`config.mk`:
```
export PLATFORM = sky130hd
export DESIGN_NAME = uart_tx_fifo
export DESIGN_NICKNAME = d
export VERILOG_FILES = /design/src/rtl/uart_pkg.sv /design/src/rtl/uart_fifo.sv /design/src/rtl/uart_tx_fifo.sv
export SDC_FILE = /design/constraint.sdc
export NUM_CORES = 1
export LEC_CHECK = 0
export BUFFER_PORTS_ARGS = -buffer_cell sky130_fd_sc_hd__clkbuf_2
export CAP_MARGIN = 20
export CORE_MARGIN = 8
export CORE_UTILIZATION = 62
export CTS_CLUSTER_SIZE = 28
export DETAILED_ROUTE_END_ITERATION = 10
export PLACE_DENSITY = 0.8
export SYNTH_ARGS = -nofsm -noshare
export SYNTH_HDL_FRONTEND = slang
export SYNTH_HIERARCHICAL = 1
export SYNTH_SLANG_ARGS = --single-unit
```
`constraint.sdc`:
```
create_clock -name clk -period 3.69 [get_ports clk]
set_input_delay 0.369 -clock clk [delete_from_list [all_inputs] [get_ports clk]]
set_output_delay 0.369 -clock clk [all_outputs]
set_load 0.005 [all_outputs]
```
`src/rtl/uart_pkg.sv`:
```
// Shared types and helpers for the UART transmitter with integrated FIFO.
package uart_pkg;

    localparam int MAX_DATA_W = 9;

    typedef enum logic [2:0] {
        ST_IDLE   = 3'd0,
        ST_START  = 3'd1,
        ST_DATA   = 3'd2,
        ST_PARITY = 3'd3,
        ST_STOP   = 3'd4
    } tx_state_t;

    // Index width for a counter covering 0..n-1, never narrower than one bit.
    function automatic int width_of(input int n);
        return (n <= 2) ? 1 : $clog2(n);
    endfunction

    function automatic logic even_parity(input logic [MAX_DATA_W-1:0] d);
        return ^d;
    endfunction

endpackage

```
`src/rtl/uart_fifo.sv`:
```
// Synchronous FIFO feeding the UART transmitter; head entry is presented combinationally.
module uart_fifo
    import uart_pkg::*;
#(
    parameter int DEPTH  = 16,
    parameter int DATA_W = 8
) (
    input  logic                       clk,
    input  logic                       reset,
    input  logic                       push,
    input  logic [DATA_W-1:0]          wr_data,
    input  logic                       pop,
    output logic [DATA_W-1:0]          rd_data,
    output logic                       full,
    output logic                       empty,
    output logic [$clog2(DEPTH+1)-1:0] count
);

    localparam int PTR_W = width_of(DEPTH);
    localparam int CNT_W = $clog2(DEPTH+1);

    logic [DATA_W-1:0] mem_q [DEPTH];
    logic [PTR_W-1:0]  wr_ptr_q, rd_ptr_q;
    logic [CNT_W-1:0]  count_q, count_d;
    logic              full_q, empty_q;
    logic              do_push, do_pop;

    // Full is the registered flag, so a push while full is dropped even when a pop frees a slot.
    assign do_push = push && !full_q;
    assign do_pop  = pop && !empty_q;

    always_comb begin
        count_d = count_q;
        if (do_push && !do_pop) begin
            count_d = count_q + CNT_W'(1);
        end else if (!do_push && do_pop) begin
            count_d = count_q - CNT_W'(1);
        end
    end

    always_ff @(posedge clk or posedge reset) begin
        if (reset) begin
            wr_ptr_q <= '0;
            rd_ptr_q <= '0;
            count_q  <= '0;
            full_q   <= 1'b0;
            empty_q  <= 1'b1;
        end else begin
            if (do_push) wr_ptr_q <= wr_ptr_q + PTR_W'(1);
            if (do_pop)  rd_ptr_q <= rd_ptr_q + PTR_W'(1);
            count_q <= count_d;
            full_q  <= (count_d == CNT_W'(DEPTH));
            empty_q <= (count_d == '0);
        end
    end

    always_ff @(posedge clk) begin
        if (do_push) mem_q[wr_ptr_q] <= wr_data;
    end

    assign rd_data = mem_q[rd_ptr_q];
    assign full    = full_q;
    assign empty   = empty_q;
    assign count   = count_q;

endmodule

```
`src/rtl/uart_tx_fifo.sv`:
```
// UART transmitter with integrated FIFO; back-to-back characters with no idle gap.
// Define UART_TX_PARITY_EN to insert an even-parity bit after the data bits.
//
// state     | meaning
// ----------+-----------------------------------------------
// ST_IDLE   | line high, waiting for data and tx_en
// ST_START  | start bit (low)
// ST_DATA   | data bits, LSB first
// ST_PARITY | even parity bit (UART_TX_PARITY_EN only)
// ST_STOP   | stop bit(s), high; may chain straight into START
module uart_tx_fifo
    import uart_pkg::*;
#(
    parameter int DATA_W       = 8,
    parameter int DEPTH        = 16,
    parameter int CLKS_PER_BIT = 10,
    parameter int STOP_BITS    = 1
) (
    input  logic                       clk,
    input  logic                       reset,
    input  logic                       wr_en,
    input  logic [DATA_W-1:0]          wr_data,
    input  logic                       tx_en,
    input  logic                       clr_ovf,
    output logic                       full,
    output logic                       empty,
    output logic [$clog2(DEPTH+1)-1:0] count,
    output logic                       overflow,
    output logic                       busy,
    output logic                       tx_out
);

    localparam int BAUD_W = width_of(CLKS_PER_BIT);
    localparam int BIT_W  = width_of(DATA_W);
    localparam logic [BAUD_W-1:0] BAUD_LAST = BAUD_W'(CLKS_PER_BIT - 1);
`ifdef UART_TX_PARITY_EN
    localparam tx_state_t AFTER_DATA = ST_PARITY;
`else
    localparam tx_state_t AFTER_DATA = ST_STOP;
`endif

    tx_state_t         state_q, state_d;
    logic [BAUD_W-1:0] baud_q, baud_d;
    logic [BIT_W-1:0]  bit_q, bit_d;
    logic [DATA_W-1:0] shift_q, shift_d;
    logic              tx_q, tx_d;
    logic              busy_q, ovf_q;
    logic              pop, can_pop, bit_done;
    logic [DATA_W-1:0] head;
`ifdef UART_TX_PARITY_EN
    logic              par_q, par_d;
`endif

    uart_fifo #(.DEPTH(DEPTH), .DATA_W(DATA_W)) u_fifo (
        .clk     (clk),
        .reset   (reset),
        .push    (wr_en),
        .wr_data (wr_data),
        .pop     (pop),
        .rd_data (head),
        .full    (full),
        .empty   (empty),
        .count   (count)
    );

    assign can_pop  = !empty && tx_en;
    assign bit_done = (baud_q == '0);

    always_comb begin
        state_d = state_q;
        baud_d  = baud_q - BAUD_W'(1);
        bit_d   = bit_q;
        shift_d = shift_q;
        pop     = 1'b0;
`ifdef UART_TX_PARITY_EN
        par_d   = par_q;
`endif
        case (state_q)
            ST_IDLE: begin
                baud_d = BAUD_LAST;
                if (can_pop) begin
                    pop     = 1'b1;
                    shift_d = head;
                    bit_d   = '0;
                    state_d = ST_START;
                end
            end
            ST_START: begin
                if (bit_done) begin
                    baud_d  = BAUD_LAST;
                    state_d = ST_DATA;
                end
            end
            ST_DATA: begin
                if (bit_done) begin
                    baud_d  = BAUD_LAST;
                    shift_d = shift_q >> 1;
                    if (bit_q == BIT_W'(DATA_W - 1)) begin
                        bit_d   = '0;
                        state_d = AFTER_DATA;
                    end else begin
                        bit_d = bit_q + BIT_W'(1);
                    end
                end
            end
`ifdef UART_TX_PARITY_EN
            ST_PARITY: begin
                if (bit_done) begin
                    baud_d  = BAUD_LAST;
                    state_d = ST_STOP;
                end
            end
`endif
            ST_STOP: begin
                if (bit_done) begin
                    baud_d = BAUD_LAST;
                    if (bit_q == BIT_W'(STOP_BITS - 1)) begin
                        bit_d = '0;
                        if (can_pop) begin
                            pop     = 1'b1;
                            shift_d = head;
                            state_d = ST_START;
                        end else begin
                            state_d = ST_IDLE;
                        end
                    end else begin
                        bit_d = bit_q + BIT_W'(1);
                    end
                end
            end
            default: state_d = ST_IDLE;
        endcase
`ifdef UART_TX_PARITY_EN
        // Parity is latched with the character because the shift register is consumed.
        if (pop) par_d = even_parity(MAX_DATA_W'(head));
`endif
    end

    always_comb begin
        tx_d = 1'b1;
        case (state_d)
            ST_START:  tx_d = 1'b0;
            ST_DATA:   tx_d = shift_d[0];
`ifdef UART_TX_PARITY_EN
            ST_PARITY: tx_d = par_d;
`endif
            default:   tx_d = 1'b1;
        endcase
    end

    always_ff @(posedge clk or posedge reset) begin
        if (reset) begin
            state_q <= ST_IDLE;
            baud_q  <= '0;
            bit_q   <= '0;
            shift_q <= '0;
            tx_q    <= 1'b1;
            busy_q  <= 1'b0;
            ovf_q   <= 1'b0;
`ifdef UART_TX_PARITY_EN
            par_q   <= 1'b0;
`endif
        end else begin
            state_q <= state_d;
            baud_q  <= baud_d;
            bit_q   <= bit_d;
            shift_q <= shift_d;
            tx_q    <= tx_d;
            busy_q  <= (state_d != ST_IDLE);
            if (wr_en && full) begin
                ovf_q <= 1'b1;
            end else if (clr_ovf) begin
                ovf_q <= 1'b0;
            end
`ifdef UART_TX_PARITY_EN
            par_q   <= par_d;
`endif
        end
    end

    assign tx_out   = tx_q;
    assign busy     = busy_q;
    assign overflow = ovf_q;

endmodule

```
# After elaboration in Yosys (flattened, before gate mapping)
# Memories as Yosys holds them, arrays and structs flattened.
# Index checks and enable logic that the tools add are counted.
[word_totals]
register_bits = 36
latchBits = 0
ram_bits = 128
mem_bits_ro = 0
in_bits = 13
output_inout_bits = 10
elab_cells = 83
memories = 1
[classes]
n_addsub = 6
n_mul = 0
div_mod_pow = 0
order_cmp = 0
n_eq_ne = 11
shifts = 0
mux = 32
n_bitwise = 0
reduce_logical = 20
[memory_table]
columns = ["memory", "depth", "width", "read_ports", "rd_clocked_by_memory_dff", "wr", "line_no", "source"]
rows = [
  ["u_fifo.mem_q", 16, 8, 1, 0, 1, "uart_fifo.sv:22", "logic [DATA_W-1:0] mem_q [DEPTH];"],
]
[ops]
columns = ["cell", "count"]
rows = [
  ["two-way mux 3 bit", 11],
  ["two-way mux 8 bit", 4],
  ["one-hot mux 8 bit (3 select lines)", 1],
  ["one-hot mux 3 bit (4 select lines)", 1],
  ["two-way mux 5 bit", 2],
  ["one-hot mux 3 bit (3 select lines)", 1],
  ["adder 4 x 1 -> 4 bit, second input constant", 2],
  ["two-way mux 1 bit", 8],
  ["inequality test 2 bit, second input constant", 4],
  ["one-hot mux 4 bit (2 select lines)", 1],
  ["AND reduction 4 bit", 2],
  ["== test 3 x 1 -> 1 bit, second input constant", 2],
  ["== test 3 x 2 -> 1 bit, second input constant", 2],
  ["== test 3 bit, second input constant", 2],
  ["logical AND 1 bit", 6],
  ["logical NOT 3 bit", 2],
  ["nonzero test 3 bit", 2],
  ["adder 5 x 1 -> 5 bit, second input constant", 1],
  ["== test 5 bit, second input constant", 1],
  ["logical NOT 5 bit", 1],
  ["subtractor 5 x 1 -> 5 bit, second input constant", 1],
  ["logical NOT 1 bit", 4],
  ["logical NOT 4 bit", 1],
  ["two-way mux 4 bit", 1],
  ["other kinds (5)", 6],
]

# Longest topological paths before layout
[depth]
ltp_word = 11
mapped_depth = 12
ltp_nobuf = 10

# Cells and area by module
# Netlist, hierarchy kept.
[modules_own_cells]
columns = ["module", "instances", "cells_per_inst", "area_each_um2", "seq_area_each_um2"]
rows = [
  ["uart_fifo", 1, 302, 5836.8, 4220.3],
  ["uart_tx_fifo", 1, 118, 1186.1, 526.8],
]

# Worst setup path before layout
# OpenSTA, ideal clock, no wires.
[synth_timing]
kind = "flip-flop to flip-flop"
startpoint = "register baud_q[0]"
endpoint = "register u_fifo.full_q, in the netlist u_fifo/full"
setup_time_ps = 95
t_arrival_ps = 2523
t_required_ps = 3595
slack_ps = 1072
path_stages_with_launch = 13
n_path_buf = 2
synth_period_minus_slack_ps = 2618
path_cell_list = "dfrtp_1 > inv_1 > ha_1 > or3b_1 > buf_6 > o21a_4 > nor2_1 > nor2b_1 > buf_2 > nand4_1 > o21ai_1 > xor2_1 > nor4b_2"
[synth_between]
elab_chain_len = 8
elab_cells_between_ends = 10
classes_between = "eq/ne: 1; mux: 4; reduce/logical: 5"
[synth_lines]
columns = ["element", "line_no", "source"]
rows = [
  ["from (decl)", "uart_tx_fifo.sv:43", "logic [BAUD_W-1:0] baud_q, baud_d;"],
  ["from (signal assigned)", "uart_tx_fifo.sv:165", "baud_q <= baud_d;"],
  ["logical NOT 4 bit (*)", "uart_tx_fifo.sv:67", "assign bit_done = (baud_q == '0);"],
  ["two-way mux 1 bit (*)", "uart_tx_fifo.sv:115", "if (bit_done) begin"],
  ["one-hot mux 1 bit (2 select lines) (*)", "uart_tx_fifo.sv:78", "case (state_q)"],
  ["named net pop", "uart_tx_fifo.sv:48", "logic pop, can_pop, bit_done;"],
  ["logical AND 1 bit (*)", "uart_fifo.sv:30", "assign do_pop = pop && !empty_q;"],
  ["logical AND 1 bit or logical NOT 1 bit (tied branches)", "uart_fifo.sv:36, uart_fifo.sv:34", ""],
  ["two-way mux 5 bit or logical AND 1 bit (tied branches)", "uart_fifo.sv:36, uart_fifo.sv:34", ""],
  ["two-way mux 5 bit (*)", "uart_fifo.sv:34", "if (do_push && !do_pop) begin"],
  ["named net u_fifo.count_d[4]", "uart_fifo.sv:24", "logic [CNT_W-1:0] count_q, count_d;"],
  ["== test 5 bit (*)", "uart_fifo.sv:52", "full_q <= (count_d == CNT_W'(DEPTH));"],
  ["to (signal assigned)", "uart_fifo.sv:52", ""],
  ["to (decl)", "uart_fifo.sv:25", "logic full_q, empty_q;"],
]
# Mark *: on every way through the listed nets, which the timed path passes. The rest lies on a longest branch.
# A chain may end at the register's enable or synchronous reset.

# Worst setup path after layout
# Ends and elaborated chain as after synthesis.

==> results.json <==
{
  "postRouteWirelength_um": 13400,
  "layout.nets": 471,
  "rows": 39,
  "ys_seq_elements": 164,
  "worstMarginPinSlew_ns": 0.920,
  "required_ns": 4.01,
  "min_period_ns": 3.11,
  "cts_tree": "built",
  "synth_top_cell_area_share_pct": 54.7,
  "setup_violations": 0,
  "gr-total-overflow": 0,
  "crit_type": "reg2reg",
  "post_cts_buffers": 0,
  "crit_fanout": 9,
  "power_density_mw_per_mm2": 780,
  "die_h_um": 122,
  "final_common_cell": "edfxtp_1",
  "route.met2.wl_um": 6770,
  "num-fill-cells": 714,
  "cpLargestDelayFamily": "simple AND/OR/NAND/NOR gates",
  "grt_start_max_net_pins": 22,
  "yosysWarnings": 6,
  "synth_area_leader_cell": "edfxtp_1",
  "hp-class": "in2async",
  "synth_edf_count": 128,
  "netlist_area_mm2": 0.00702,
  "antenna_cells": 0,
  "cts-root-buf": "clkbuf_16",
  "cts_buffers": 17,
  "drive_gt1_share_pct": 20.5,
  "hpwl_um": 8810,
  "core_mm2": 0.0112,
  "vias_per_cell": 6.26,
  "grt_pass1_wl_um": 21200,
  "synth_nets": 444,
  "status": "complete, no violations",
  "met1_length_um": 5410,
  "wl_per_cell_um": 22.2,
  "crit_path_top_delay_cell": "or3b_1",
  "crit_buf_inv": 2,
  "netlist_instances": 420,
  "power_mw": 6.10,
  "first_pass_iters": 5,
  "crit_path_end_kind": "flop",
  "slew_headroom_pct": 38.7,
  "cts_buffer_depth": 2,
  "gr-usage-all-layers_pct": 19.4,
  "place.gp.congestion": 0.873,
  "die_area_mm2": 0.0150,
  "ir_drop_uv": 599,
  "maxCapViolCount": 0,
  "clk_pin_slew_ns": 0.06,
  "drt_drc_violations_left": 0,
  "ioPinCount": 23,
  "io_buffer_count": 22,
  "avgSynthCellArea_um2": 16.7,
  "drt_iter0_drc": 525,
  "totalNegativeSetupSlack_ns": 0,
  "cp_cell_sequence": "inv_1 -> ha_1 -> or3b_1 -> o21a_4 -> nor2_1 -> buf_4 -> nor2b_1 -> nand4_1 -> o21ai_1 -> xor2_1 -> nor4b_2",
  "ant_nets": 0,
  "start_util_pct": 62.6,
  "vias": 3769,
  "yosysSeqAreaShare_pct": 67.6,
  "crit_path_start_kind": "flop",
  "dr_wl_met3_um": 854,
  "synthArstFlopShare_pct": 22.0,
  "die_w_um": 122,
  "cts_hold_buf": 0,
  "worstPathArrival_ns": 3.43,
  "post_cts_resize_count": 0,
  "fin_worst_skew_ns": 0.00563,
  "yosys-top-cells-area": "edfxtp_1 (55%), dfrtp_1 (12%), mux4_2 (7.7%)",
  "leakagePower_nw": 2.78,
  "max_freq_mhz": 321,
  "syn_to_final_growth_pct": 11.4,
  "cts.sinks": 164,
  "most-common-layout-cells": "edfxtp_1 (128), dfrtp_1 (33), mux4_2 (24)",
  "drv_slew": 0,
  "hold_violations": 0,
  "cts_max_level": 4,
  "insertion_delay_ns": 0.42,
  "ys.flop_type": "edfxtp_1",
  "antenna_found_initial": 0,
  "yosysUniqueCellTypes": 58,
  "timing.final.crit_share_pct": 84.3,
  "rsz0062_at_grt": "no",
  "highest_layer": "met4",
  "slowest_delay_ns": 0.52,
  "grt_pass1_vias": 3904
}
==> power breakdown <==
part	internal [mW]	switching (mW)	leakage [nW]
registers	2.31	0.351	1.60
logic	0.818	0.842	0.894
clock network	1.11	0.667	0.286
==> final timing paths <==
| kind | cells past startpoint | to | slack (ns) | start |
|---|---|---|---|---|
| worst min-delay path | 2 | u_fifo/rd_ptr_q[3] | 0.009 | reset |
| worst min register to register | 1 | shift_q[7] | 0.50 | shift_q[7] |
| worst max-delay path | 11 | u_fifo/full | 0.58 | baud_q[0] |
| worst max register to register | 11 | u_fifo/full | 0.58 | baud_q[0] |
| min in group clk | 2 | overflow | 0.15 | clr_ovf |
| max in group asynchronous | 2 | bit_q[0] | 3.09 | reset |
==> worst reg2reg max path, cell delays in order, from the launching register on <==
cell	delay, ns
dfrtp_1	0.39
inv_1	0.08
ha_1	0.19
or3b_1	0.52
o21a_4	0.30
nor2_1	0.11
buf_4	0.17
nor2b_1	0.46
nand4_1	0.16
o21ai_1	0.14
xor2_1	0.24
nor4b_2	0.25
==> flip-flops by register name, summed over array words and instances (netlist names) <==
register / cells
u_fifo/mem_q: 128
u_fifo/full: 1
u_fifo/count: 5
u_fifo/empty: 1
busy: 1
u_fifo/wr_ptr_q: 4
overflow: 1
tx_out: 1
shift_q: 8
u_fifo/rd_ptr_q: 4
state_q: 3
bit_q: 3
baud_q: 4
==> cells in the mapped netlist, types with 2 or more instances <==
library cell,instances
a211oi_1,7
a211oi_2,3
a21oi_1,14
a221o_1,6
and2_1,23
buf_2,5
buf_4,3
buf_6,3
clkbuf_1,8
dfrtp_1,34
dfstp_2,2
edfxtp_1,128
ha_1,11
inv_1,15
maj3_1,2
mux2_2,2
mux2i_1,10
mux4_1,8
mux4_2,24
nand2_1,15
nand2b_1,8
nand3_1,6
nand4_1,3
nor2_1,11
nor2b_1,11
nor3_1,4
nor3b_1,3
nor4_1,2
o21ai_0,8
o22ai_1,2
o311ai_0,2
or2_2,2
xnor2_1,8
xor2_1,3
==> layout make-up <==
| cell class | instances | area [um^2] | area share, % |
|---|---|---|---|
| inverters | 15 | 56.3 | 0.720 |
| repair buffers | 29 | 163 | 2.08 |
| clock inverters | 13 | 165 | 2.11 |
| flip-flops and latches | 164 | 4750 | 60.7 |
| well taps | 143 | 179 | 2.29 |
| multi-input cells | 220 | 2080 | 26.6 |
| clock buffers | 18 | 429 | 5.48 |
==> metal layers <==
| layer | GRT usage, % | vias up |
|---|---|---|
| met3 | 4.83 | 24 |
| met1 | 23.7 | 1936 |
| met2 | 32.1 | 124 |
| li1 | - | 1685 |
| met5 | 0 | - |
| met4 | 9.14 | 0 |
==> stage by stage <==
step | instance area [um^2] | setup slack, ns | util [%] | std cells | hold slack (ns)
after global placement | 7230 | 0.861 | 64.4 | 571 | 0.443
after CTS | 7830 | 0.606 | 69.7 | 602 | 0.00287
after detailed placement | 7230 | 0.657 | 64.4 | 571 | 0.461
after floorplan | 7020 | 1.07 | - | 420 | 0.270
final | 7830 | 0.579 | 69.7 | 602 | 0.00901
after global routing | 7830 | 0.365 | 69.7 | 602 | 0.0522
==> cell families (layout without fill, tap and decap cells) <==
kind of cell	count (synthesis)	after routing	synth area share (%)
buffers and inverters	36	75	2.73
multiplexers	44	44	12.4
AO/OA/AOI/OAI	56	56	5.77
flip-flops	164	164	67.6
AND/OR/NAND/NOR	96	96	7.86
adder cells (fa/ha/maj)	13	13	2.24
XOR/XNOR	11	11	1.37
(Power assumes the default switching activity.)
